===== src/rtl/timer_pkg.sv =====
// Shared definitions for the countdown timer controller: state encodings
// and the state type used by the FSM and exported on the state port.
package timer_pkg;

  typedef enum logic [1:0] {
    ST_IDLE   = 2'b00,
    ST_RUN    = 2'b01,
    ST_PAUSED = 2'b10
  } state_t;

endpackage


===== src/rtl/down_counter_ld.sv =====
// Loadable down-counter datapath; load wins over en, en decrements by one.
module down_counter_ld #(
  parameter int WIDTH = 5
) (
  input  logic             clk,
  input  logic             rst,
  input  logic             load,
  input  logic [WIDTH-1:0] load_val,
  input  logic             en,
  output logic [WIDTH-1:0] count
);

  logic [WIDTH-1:0] count_r;

  // Count register: load has priority, otherwise optional decrement.
  always_ff @(posedge clk or posedge rst) begin
    if (rst) begin
      count_r <= '0;
    end else if (load) begin
      count_r <= load_val;
    end else if (en) begin
      count_r <= count_r - WIDTH'(1);
    end else begin
      count_r <= count_r;
    end
  end

  assign count = count_r;

endmodule


===== src/rtl/countdown_timer_ctrl.sv =====
// Programmable timer controller: sequences down_counter_ld with start,
// stop, pause, retrigger and one-shot/auto-reload terminal-count handling.
module countdown_timer_ctrl
  import timer_pkg::*;
#(
  parameter int WIDTH = 5
) (
  input  logic             clk,
  input  logic             rst,
  input  logic             start,
  input  logic             stop,
  input  logic             pause,
  input  logic [WIDTH-1:0] load_val,
  input  logic             auto_reload,
  output logic [WIDTH-1:0] count,
  output logic             busy,
  output logic             done,
  output logic [1:0]       state
);

  state_t           state_r;
  state_t           state_nx_s;
  logic [WIDTH-1:0] period_r;
  logic [WIDTH-1:0] period_nx_s;
  logic             reload_r;
  logic             reload_nx_s;
  logic             done_r;
  logic             done_nx_s;
  logic             busy_r;
  logic             cnt_load_s;
  logic             cnt_en_s;
  logic [WIDTH-1:0] cnt_load_val_s;
  logic [WIDTH-1:0] count_s;

  down_counter_ld #(.WIDTH(WIDTH)) u_cnt (
    .clk      (clk),
    .rst      (rst),
    .load     (cnt_load_s),
    .load_val (cnt_load_val_s),
    .en       (cnt_en_s),
    .count    (count_s)
  );

  // Next-state, counter control and done decode; priority stop > start > pause > decrement.
  always_comb begin
    state_nx_s     = state_r;
    period_nx_s    = period_r;
    reload_nx_s    = reload_r;
    done_nx_s      = 1'b0;
    cnt_load_s     = 1'b0;
    cnt_en_s       = 1'b0;
    cnt_load_val_s = '0;
    if (stop) begin
      // Abort is a load of zero so the counter never needs its own clear.
      state_nx_s     = ST_IDLE;
      cnt_load_s     = 1'b1;
      cnt_load_val_s = '0;
    end else if (start && (load_val != '0)) begin
      period_nx_s    = load_val;
      reload_nx_s    = auto_reload;
      cnt_load_s     = 1'b1;
      cnt_load_val_s = load_val;
      state_nx_s     = pause ? ST_PAUSED : ST_RUN;
    end else begin
      case (state_r)
        ST_RUN: begin
          if (pause) begin
            state_nx_s = ST_PAUSED;
          end else if (count_s > WIDTH'(1)) begin
            cnt_en_s = 1'b1;
          end else if (count_s == WIDTH'(1)) begin
            done_nx_s  = 1'b1;
            cnt_load_s = 1'b1;
            if (reload_r) begin
              cnt_load_val_s = period_r;
            end else begin
              cnt_load_val_s = '0;
              state_nx_s     = ST_IDLE;
            end
          end else begin
            state_nx_s = ST_IDLE;
          end
        end
        ST_PAUSED: begin
          if (!pause) begin
            state_nx_s = ST_RUN;
          end else begin
            state_nx_s = ST_PAUSED;
          end
        end
        ST_IDLE: begin
          state_nx_s = ST_IDLE;
        end
        default: begin
          state_nx_s = ST_IDLE;
        end
      endcase
    end
  end

  // Control registers; busy is registered from the next state so it tracks state exactly.
  always_ff @(posedge clk or posedge rst) begin
    if (rst) begin
      state_r  <= ST_IDLE;
      period_r <= '0;
      reload_r <= 1'b0;
      done_r   <= 1'b0;
      busy_r   <= 1'b0;
    end else begin
      state_r  <= state_nx_s;
      period_r <= period_nx_s;
      reload_r <= reload_nx_s;
      done_r   <= done_nx_s;
      busy_r   <= (state_nx_s == ST_RUN) || (state_nx_s == ST_PAUSED);
    end
  end

  assign count = count_s;
  assign busy  = busy_r;
  assign done  = done_r;
  assign state = state_r;

endmodule


===== config.mk =====
export PLATFORM = sky130hd
export DESIGN_NAME = countdown_timer_ctrl
export DESIGN_NICKNAME = d
export VERILOG_FILES = /design/src/rtl/timer_pkg.sv /design/src/rtl/down_counter_ld.sv /design/src/rtl/countdown_timer_ctrl.sv
export SDC_FILE = /design/constraint.sdc
export NUM_CORES = 1
export LEC_CHECK = 0
export CORE_ASPECT_RATIO = 1.5
export CORE_MARGIN = 4
export CORE_UTILIZATION = 50
export DETAILED_ROUTE_END_ITERATION = 8
export PLACE_DENSITY = 0.83
export RECOVER_POWER = 50
export SYNTH_ARGS = -nofsm -noshare
export SYNTH_HDL_FRONTEND = slang
export SYNTH_SLANG_ARGS = --single-unit

===== constraint.sdc =====
create_clock -name clk -period 4.9 [get_ports clk]
set_input_delay 0.98 -clock clk [delete_from_list [all_inputs] [get_ports clk]]
set_output_delay 0.98 -clock clk [all_outputs]
set_load 0.01 [all_outputs]

==> run_results.csv, run 1 <==
group,metric,value,unit
clocking,cts_buffers,3,
die,core,1880,µm²
timing,fmax,0.341,GHz
timing,fin_crit_sh,59.9,%
clocking,cts_tree,"done",
critical_path,crit_buf_inv,1,
timing,setup_viol,0,
yosys,syn_nets,121,
critical_path,rr_startpoint,"u_cnt.count[2]",
finish,area_growth_syn_to_layout,21.5,%
critical_path,worstSetupEndpointType,"flip-flop",
critical_path,startpoint,"load_val[4]",
power_and_ir_drop,pwr-share-comb,27.5,%
clocking,post_cts_buffers,0,
timing,skew,0.00371,ns
critical_path,required,5.05,ns
timing,fin_setup_tns,0,ns
global_routing,grt_pass1_vias,940,
finish,final_cell_mix,"15 x dfrtp_1, 14 x clkdlybuf4s50_1, 8 x nand2_1",
finish,nFillCells,163,
timing,rsz0062_at_grt,"no",
clocking,cts_sinks,15,
job,drv_cap,0,
drt,vias,942,
die,die_w,44.9,µm
clocking,root_buffer,"clkbuf_4",
finish,n_antenna_cell,0,
finish,stdcell_area,1240,µm²
power_and_ir_drop,power.net_switching,0.0988,mW
finish,layout-drive-gt1-share,11.1,%
drt,drtIter0Drc,34,
critical_path,r2r_slack,2.87,ns
min_path,hold_depth,1,
clocking,clk_pin_slew,0.09,ns
critical_path,crit_fanout,15,
clocking,clockBufferDepth,2,
global_routing,grt_pass1_wl,4170,µm
power_and_ir_drop,pwr-share-seq,49.1,%
power_and_ir_drop,swShare,32.0,%
clocking,ctsHoldBuffers,0,
global_routing,grt_max_degree,16,
critical_path,cp_top_family,"compound AO/OA/AOI/OAI gates",
drt,avgRoutedWirePerCell,16.9,µm
critical_path,cpMaxStageDelayCell,"or4_1",
timing,slew_violations,0,
die,start_util,54.3,%
finish,fin_nets,142,
placed_design,place.port_buffers,19,
min_path,hp-class,"reg2reg",
power_and_ir_drop,clkPwrFrac,23.5,%
placed_design,gp_congestion,0.927,
critical_path,cp_cell_sequence,"clkdlybuf4s50_1, or4_1, o21ai_2, nor2_1, a2111oi_0",
critical_path,crit_cells,5,
placed_design,placed_cell_area,1210,µm²
drt,ant_nets,0,
yosys,synth.distinct_cells,45,
yosys,syn_area_per_cell,9.62,µm²
yosys,synthesis.area,1020,µm²
critical_path,start_kind,"input pin",
drt,drc,0,
critical_path,max_stage_delay,0.58,ns
clocking,cts_resized,0,
placed_design,hpwl,1870,µm
power_and_ir_drop,powerDensity,250,nW/µm²
run_status,status,"completed",
critical_path,reg2reg_depth,4,
power_and_ir_drop,p_leak,0.509,nW
clocking,clkLatencyLatePin,0.29,ns
yosys,yosysSeqAreaShare,36.8,%
critical_path,cp.arrival,3.08,ns
yosys,syn_inst,106,
power_and_ir_drop,intPower,0.210,mW
critical_path,r2r_end,"u_cnt.count[3]",
die,rows,19,
critical_path,crit_path_end,"u_cnt.count[3]",
timing,relSlewSlack,53.4,%
finish,final_common_cell,"dfrtp_1",
die,die_area,2840,µm²
drt,wirelength,2480,µm
yosys,ys_warn_count,0,
die,fp.dieH,63.3,µm
timing,period_needed,2.94,ns
timing,tightest_slew,0.690,ns
timing,hold_viol,0,
global_routing,antenna_found_initial,0,
yosys,synth-seq-cells,15,
global_routing,grtUsageTotal,19.4,%
die,pin_count,20,
global_routing,grt.overflow.total,0,
drt,via_per_inst,6.41,
power_and_ir_drop,ir_worst_vdd,225,µV
critical_path,criticalPathCategory,"in2reg",
clocking,cts-htree-levels,1,
drt,dr.pass1.iters,4,
[cell usage after synthesis, drive strengths merged]
master	instances	area, µm²
nand4	3	18.8
o21bai	1	7.51
a211oi	2	15.0
or4	2	15.0
nand3	3	15.0
o211a	1	10.0
o21ai	5	28.8
a31o	1	8.76
nor4b	1	8.76
dfrtp	15	375
ha	4	50.1
and3b	1	8.76
o211ai	1	7.51
mux2	6	67.6
and4	1	8.76
nand2b	2	12.5
o31ai	3	22.5
a2111oi	2	17.5
a21o	1	7.51
a32oi	1	8.76
nor2	7	26.3
nand2	8	30.0
o21a	1	7.51
o2bb2ai	1	8.76
buf	3	23.8
and2	2	12.5
o311a	1	11.3
a31oi	3	18.8
nor3	3	20.0
inv	7	26.3
xnor2	2	17.5
a311oi	1	8.76
a311o	1	10.0
or3	1	6.26
o32ai	1	16.3
a21oi	2	10.0
and3	1	6.26
o2111a	1	11.3
nand3b	2	15.0
mux2i	1	10.0
o41ai	1	8.76
[power groups by stage]
stage	Clock, mW	Combinational [mW]	Sequential, mW
2_1_floorplan	0	0.0527	0.152
3_3_place_gp	0	0.0822	0.153
3_5_place_dp	0	0.0849	0.154
4_1_cts	0.0719	0.0854	0.151
5_1_grt	0.0769	0.0933	0.154
6_report	0.0725	0.0850	0.152
[per-layer routing]
layer	routed length, µm	global-route usage [%]	share of wire [%]	up-vias
met3	126	2.56	5.1	10
met1	1020	24.1	41	453
met4	81	9.16	3.3	0
met2	1250	32.0	50	33
li1	-	-	-	446
met5	0	0	0	-
[cell type report]
cell class | instances | area (µm²) | area share (%)
Multi-Input combinational cell | 81 | 594 | 48.0
Sequential cell | 15 | 375 | 30.3
Timing Repair Buffer | 19 | 190 | 15.4
Clock buffer | 4 | 26.3 | 2.12
Inverter | 7 | 26.3 | 2.12
Tap cell | 21 | 26.3 | 2.12
[flip-flops by register name (all words and copies together), names as in the netlist]
register	count
period_r	5
u_cnt.count	5
state	2
busy	1
done	1
reload_r	1
[cell families (layout without fill, tap and decap cells)]
logic type               after synthesis  count (layout)  share of synthesized area [%]
AO/OA/AOI/OAI                         31              31                           24.1
XOR/XNOR                               2               2                           1.72
adder cells (fa/ha/maj)                4               4                           4.91
buffers and inverters                 10              30                           4.91
flip-flops                            15              15                           36.8
multiplexers                           7               7                           7.61
AND/OR/NAND/NOR                       37              37                           20.0
[worst min-delay path by stage]
stage / endpoint / slack, ns / startpoint
after floorplan: period_r[2] / 0.48 / period_r[2]
after global placement: period_r[3] / 0.49 / period_r[3]
after detailed placement: period_r[4] / 0.49 / period_r[4]
after CTS: period_r[4] / 0.51 / period_r[4]
after global routing: period_r[4] / 0.54 / period_r[4]
final: period_r[4] / 0.51 / period_r[4]
[per-stage QoR]
step | cells | power [mW] | hold WS, ns | util, % | worst slack (ns)
detailed placement | 143 | 0.239 | 0.493 | 64.6 | 1.73
finish | 147 | 0.309 | 0.512 | 66.0 | 1.96
global route | 147 | 0.324 | 0.542 | 66.0 | 1.80
floorplan | 106 | 0.205 | 0.480 | - | 2.48
CTS | 147 | 0.309 | 0.514 | 66.0 | 2.01
global placement | 143 | 0.235 | 0.490 | 64.6 | 1.89
No activity file was read; power rests on OpenSTA's default activity.
==> run 2: changes to the inputs <==
==> constraint.sdc (replaced) <==
create_clock -name clk -period 3.04 [get_ports clk]
set_input_delay 0.608 -clock clk [delete_from_list [all_inputs] [get_ports clk]]
set_output_delay 0.608 -clock clk [all_outputs]
set_load 0.01 [all_outputs]
==> run 2 against run 1 <==
Compared with the run above: combinational power grew 62%; clock power grew 66%; critical path type unchanged; global-route usage grew 0.60 points; critical path depth is the same; first-iteration DRC count grew 120%; non-clock buffer count grew 1.
==> run_results.csv, run 2 (synthesis gave the netlist of run 1 again) <==
group,metric,value,unit
critical_path,start_kind,"input pin",
min_path,hp-class,"reg2reg",
global_routing,top_usage_layer,"met2",
global_routing,use_met3,2.28,%
finish,nFillCells,160,
timing,tightest_slew,0.578,ns
placed_design,place_ws,0.382,ns
global_routing,grt_max_degree,16,
placed_design,hpwl,1930,µm
clocking,cts_tree,"done",
timing,rsz0062_at_grt,"no",
global_routing,grt.overflow.total,0,
finish,stdcell_area,1250,µm²
timing,hold_viol,0,
timing,setup_viol,0,
critical_path,worstSetupEndpointType,"flip-flop",
clocking,cts-htree-levels,1,
finish,n_antenna_cell,0,
clocking,ctsHoldBuffers,0,
job,drv_cap,0,
clocking,clk_pin_slew,0.10,ns
global_routing,met2_usage,35.6,%
die,core,1880,µm²
timing,fmax,0.400,GHz
clocking,clockBufferDepth,2,
run_status,status,"completed",
finish,final_cell_mix,"15 x dfrtp_1, 14 x clkdlybuf4s50_1, 8 x nand2_1",
drt,via_per_inst,6.79,
drt,vias,1005,
timing,fin_ws,0.541,ns
placed_design,placed_cell_area,1220,µm²
critical_path,criticalPathCategory,"in2reg",
power_and_ir_drop,finalPower,0.504,mW
global_routing,grt_pass1_vias,1013,
drt,dr.pass1.iters,4,
finish,fin_nets,143,
min_path,hold_depth,1,
finish,layout-drive-gt1-share,12.6,%
die,die_w,44.9,µm
timing,period_needed,2.50,ns
finish,fin_util,66.4,%
power_and_ir_drop,p_leak,0.517,nW
timing,fin_crit_sh,82.2,%
timing,holdWs,0.521,ns
clocking,cts_sinks,15,
die,fp.dieH,63.3,µm
finish,area_growth_syn_to_layout,22.3,%
clocking,post_cts_buffers,0,
finish,final_common_cell,"dfrtp_1",
global_routing,grtUsageTotal,20.0,%
die,pin_count,20,
power_and_ir_drop,powerDensity,404,nW/µm²
clocking,root_buffer,"clkbuf_4",
critical_path,cp.arrival,2.66,ns
drt,avgRoutedWirePerCell,17.3,µm
timing,skew,0.00881,ns
placed_design,gp_congestion,0.893,
timing,relSlewSlack,60.4,%
drt,drc,0,
drt,wirelength,2560,µm
global_routing,grt_pass1_wl,4350,µm
placed_design,dp.cells,144,
placed_design,place.port_buffers,19,
drt,ant_nets,0,
die,rows,19,
power_and_ir_drop,ir_worst_vdd,329,µV
clocking,cts_buffers,3,
global_routing,use_met1,22.0,%
critical_path,reg2reg_depth,4,
critical_path,required,3.20,ns
global_routing,antenna_found_initial,0,
critical_path,crit_fanout,4,
finish,fin_cells,148,
timing,slew_violations,0,
clocking,clkLatencyLatePin,0.30,ns
drt,drtIter0Drc,75,
timing,fin_setup_tns,0,ns
clocking,cts_resized,0,
die,start_util,54.3,%
die,die_area,2840,µm²
[run 2: metal layers]
metal | part of all wire (%) | up-vias
li1 | - | 453
met1 | 36 | 481
met2 | 53 | 54
met3 | 7.2 | 17
met4 | 4.2 | 0
met5 | 0 | -
[run 2: area by class of cell]
type	instances	area [µm²]	area share [%]
multi-input combinational	81	594	47.6
clock buffer	3	22.5	1.81
timing repair buffer	20	198	15.8
inverter	7	26.3	2.11
sequential	15	375	30.1
tap	21	26.3	2.11
clock inverter	1	5.00	0.401
[run 2: final timing paths]
kind | to | slack, ns | start
worst max register to register | busy | 0.92 | u_cnt.count[2]
min in group asynchronous | done | 0.81 | rst
max in group asynchronous | u_cnt.count[1] | 1.83 | rst
worst min register to register | period_r[1] | 0.52 | period_r[1]
worst min-delay path | period_r[1] | 0.52 | period_r[1]
worst max-delay path | busy | 0.54 | load_val[4]
[run 2: critical path, stage by stage]
cell and delay (ns):
clkdlybuf4s50_1 0.46, o41ai_1 0.63, a31oi_1 0.25, a2111oi_0 0.61, a211oi_1 0.10
[run 2: report_power, final]
group          internal (mW)  switching, mW
sequential             0.221         0.0246
combinational         0.0681         0.0698
clock                 0.0490         0.0714
==> run 3: changes to the inputs <==
--- a/config.mk
+++ b/config.mk
@@ -7,9 +7,9 @@
 export LEC_CHECK = 0
 export CORE_ASPECT_RATIO = 1.5
 export CORE_MARGIN = 4
-export CORE_UTILIZATION = 50
+export CORE_UTILIZATION = 45
 export DETAILED_ROUTE_END_ITERATION = 8
-export PLACE_DENSITY = 0.83
+export PLACE_DENSITY = 0.79
 export RECOVER_POWER = 50
 export SYNTH_ARGS = -nofsm -noshare
 export SYNTH_HDL_FRONTEND = slang
==> constraint.sdc (replaced) <==
create_clock -name clk -period 2 [get_ports clk]
set_input_delay 0.4 -clock clk [delete_from_list [all_inputs] [get_ports clk]]
set_output_delay 0.4 -clock clk [all_outputs]
set_load 0.01 [all_outputs]
==> run 3 against run 2 <==
Compared with the run above: combinational power increased by 93%; design area up 16%; clock skew fell by 0.0071 ns; via count rose by 4.3%; count of clock-buffer cells in the layout rose by 1; global-route usage grew 0.62 points; sequential share of layout area is 4.0 points lower; clock power up 55%; die area increased by 9.4%; non-clock buffer count up 17; power rose by 63%.
==> run_results.csv, run 3 (synthesis gave the netlist of run 1 again) <==
group,metric,value,unit
run_status,status,"completed",
timing,fin_ws,0.0269,ns
min_path,holdPathEnd,"period_r[0]",
drt,drc,0,
clocking,clkLatencyLatePin,0.31,ns
global_routing,grt_pass1_wl,4540,µm
critical_path,cp_top_family,"buffers and inverters",
placed_design,hpwl,2000,µm
die,start_util,48.5,%
critical_path,r2r_end,"u_cnt.count[4]",
finish,n_antenna_cell,0,
finish,fin_nets,160,
drt,ant_nets,0,
timing,period_needed,1.97,ns
timing,skew,0.00173,ns
power_and_ir_drop,powerDensity,569,nW/µm²
global_routing,grt.overflow.total,0,
die,fp.dieH,66.3,µm
timing,slew_violations,0,
finish,area_growth_syn_to_layout,41.3,%
timing,fmax,0.507,GHz
critical_path,crit_buf_inv,2,
critical_path,max_stage_delay,0.55,ns
finish,layout-drive-gt1-share,28.5,%
drt,drtIter0Drc,50,
timing,fin_crit_sh,98.7,%
critical_path,cp.arrival,2.19,ns
timing,setup_viol,0,
critical_path,r2r_slack,0.10,ns
clocking,cts-htree-levels,1,
timing,tightest_slew,0.605,ns
placed_design,gp_congestion,0.884,
placed_design,place_ws,-0.399,ns
job,drv_cap,0,
clocking,clockBufferDepth,2,
die,rows,20,
clocking,cts_buffers,3,
timing,holdWs,0.519,ns
critical_path,rr_startpoint,"u_cnt.count[0]",
clocking,clk_pin_slew,0.09,ns
placed_design,place.port_buffers,19,
critical_path,cp_cell_sequence,"clkdlybuf4s50_1, or4_4, o21ai_2, buf_4, o21ai_0, o31ai_1",
die,die_area,3110,µm²
min_path,hp-class,"reg2reg",
critical_path,crit_fanout,9,
die,core,2100,µm²
drt,wirelength,2810,µm
power_and_ir_drop,p_leak,0.613,nW
global_routing,grt_max_degree,16,
critical_path,criticalPathCategory,"in2reg",
die,die_w,46.9,µm
drt,vias,1048,
min_path,hold_depth,1,
global_routing,grt_pass1_vias,1028,
critical_path,cpMaxStageDelayCell,"or4_4",
finish,final_cell_mix,"18 x buf_4, 15 x dfrtp_1, 14 x clkdlybuf4s50_1",
global_routing,antenna_found_initial,0,
drt,dr.pass1.iters,4,
critical_path,start_kind,"input pin",
drt,via_per_inst,6.31,
clocking,cts_sinks,15,
clocking,cts_tree,"done",
critical_path,required,2.21,ns
power_and_ir_drop,ir_worst_vdd,494,µV
finish,final_common_cell,"buf_4",
clocking,root_buffer,"clkbuf_4",
global_routing,grtUsageTotal,20.6,%
critical_path,reg2reg_depth,5,
timing,relSlewSlack,59.6,%
die,pin_count,20,
min_path,min_from,"period_r[0]",
drt,avgRoutedWirePerCell,16.9,µm
timing,hold_viol,0,
power_and_ir_drop,finalPower,0.821,mW
critical_path,worstSetupEndpointType,"flip-flop",
[run 3: how the worst max path moves through the flow]
stage	startpoint	endpoint	slack [ns]	depth (start not counted)
6_report	load_val[0]	u_cnt.count[1]	0.03	6
3_5_place_dp	load_val[0]	period_r[3]	-0.40	5
4_1_cts	load_val[0]	busy	-0.01	5
2_1_floorplan	u_cnt.count[2]	u_cnt.count[4]	0.15	5
3_3_place_gp	load_val[0]	period_r[1]	-0.32	5
5_1_grt	load_val[0]	u_cnt.count[1]	-0.009	6
[run 3: routing by layer]
layer  vias up  GRT usage [%]  routed length, µm
met1       500           23.7                956
met4         0           12.5                 99
li1        488              -                  -
met5         -              0                  0
met2        51           33.3               1550
met3         9           4.36                205
[run 3: stage by stage]
step | TNS (ns) | instance area, µm² | utilization [%] | instances
after floorplan | 0 | 1020 | - | 106
after global placement | -3.35 | 1330 | 63.5 | 160
after detailed placement | -4.26 | 1330 | 63.5 | 160
after CTS | -0.0129 | 1370 | 65.4 | 164
after global routing | -0.00890 | 1440 | 68.6 | 166
final | 0 | 1440 | 68.6 | 166
[run 3: layout make-up]
type / instances / area [µm²]
Inverter: 7 / 26.3
Sequential cell: 15 / 375
Multi-Input combinational cell: 81 / 661
Fill cell: 176 / 661
Timing Repair Buffer: 37 / 325
Tap cell: 22 / 27.5
Clock buffer: 4 / 26.3
[run 3: timing repair]
| action | in CTS | in global routing |
|---|---|---|
| hold buffers | 0 | 0 |
| resized for setup | 4 | 10 |
| buffers inserted | 0 | 2 |
| endpoints found under the setup margin | 8 | 11 |
| pin swaps | 1 | 0 |
[run 3: where the power goes]
part           internal, mW  switching, mW  leakage (nW)
Combinational         0.139          0.127         0.410
Clock                0.0781          0.108        0.0150
Sequential            0.336         0.0323         0.188
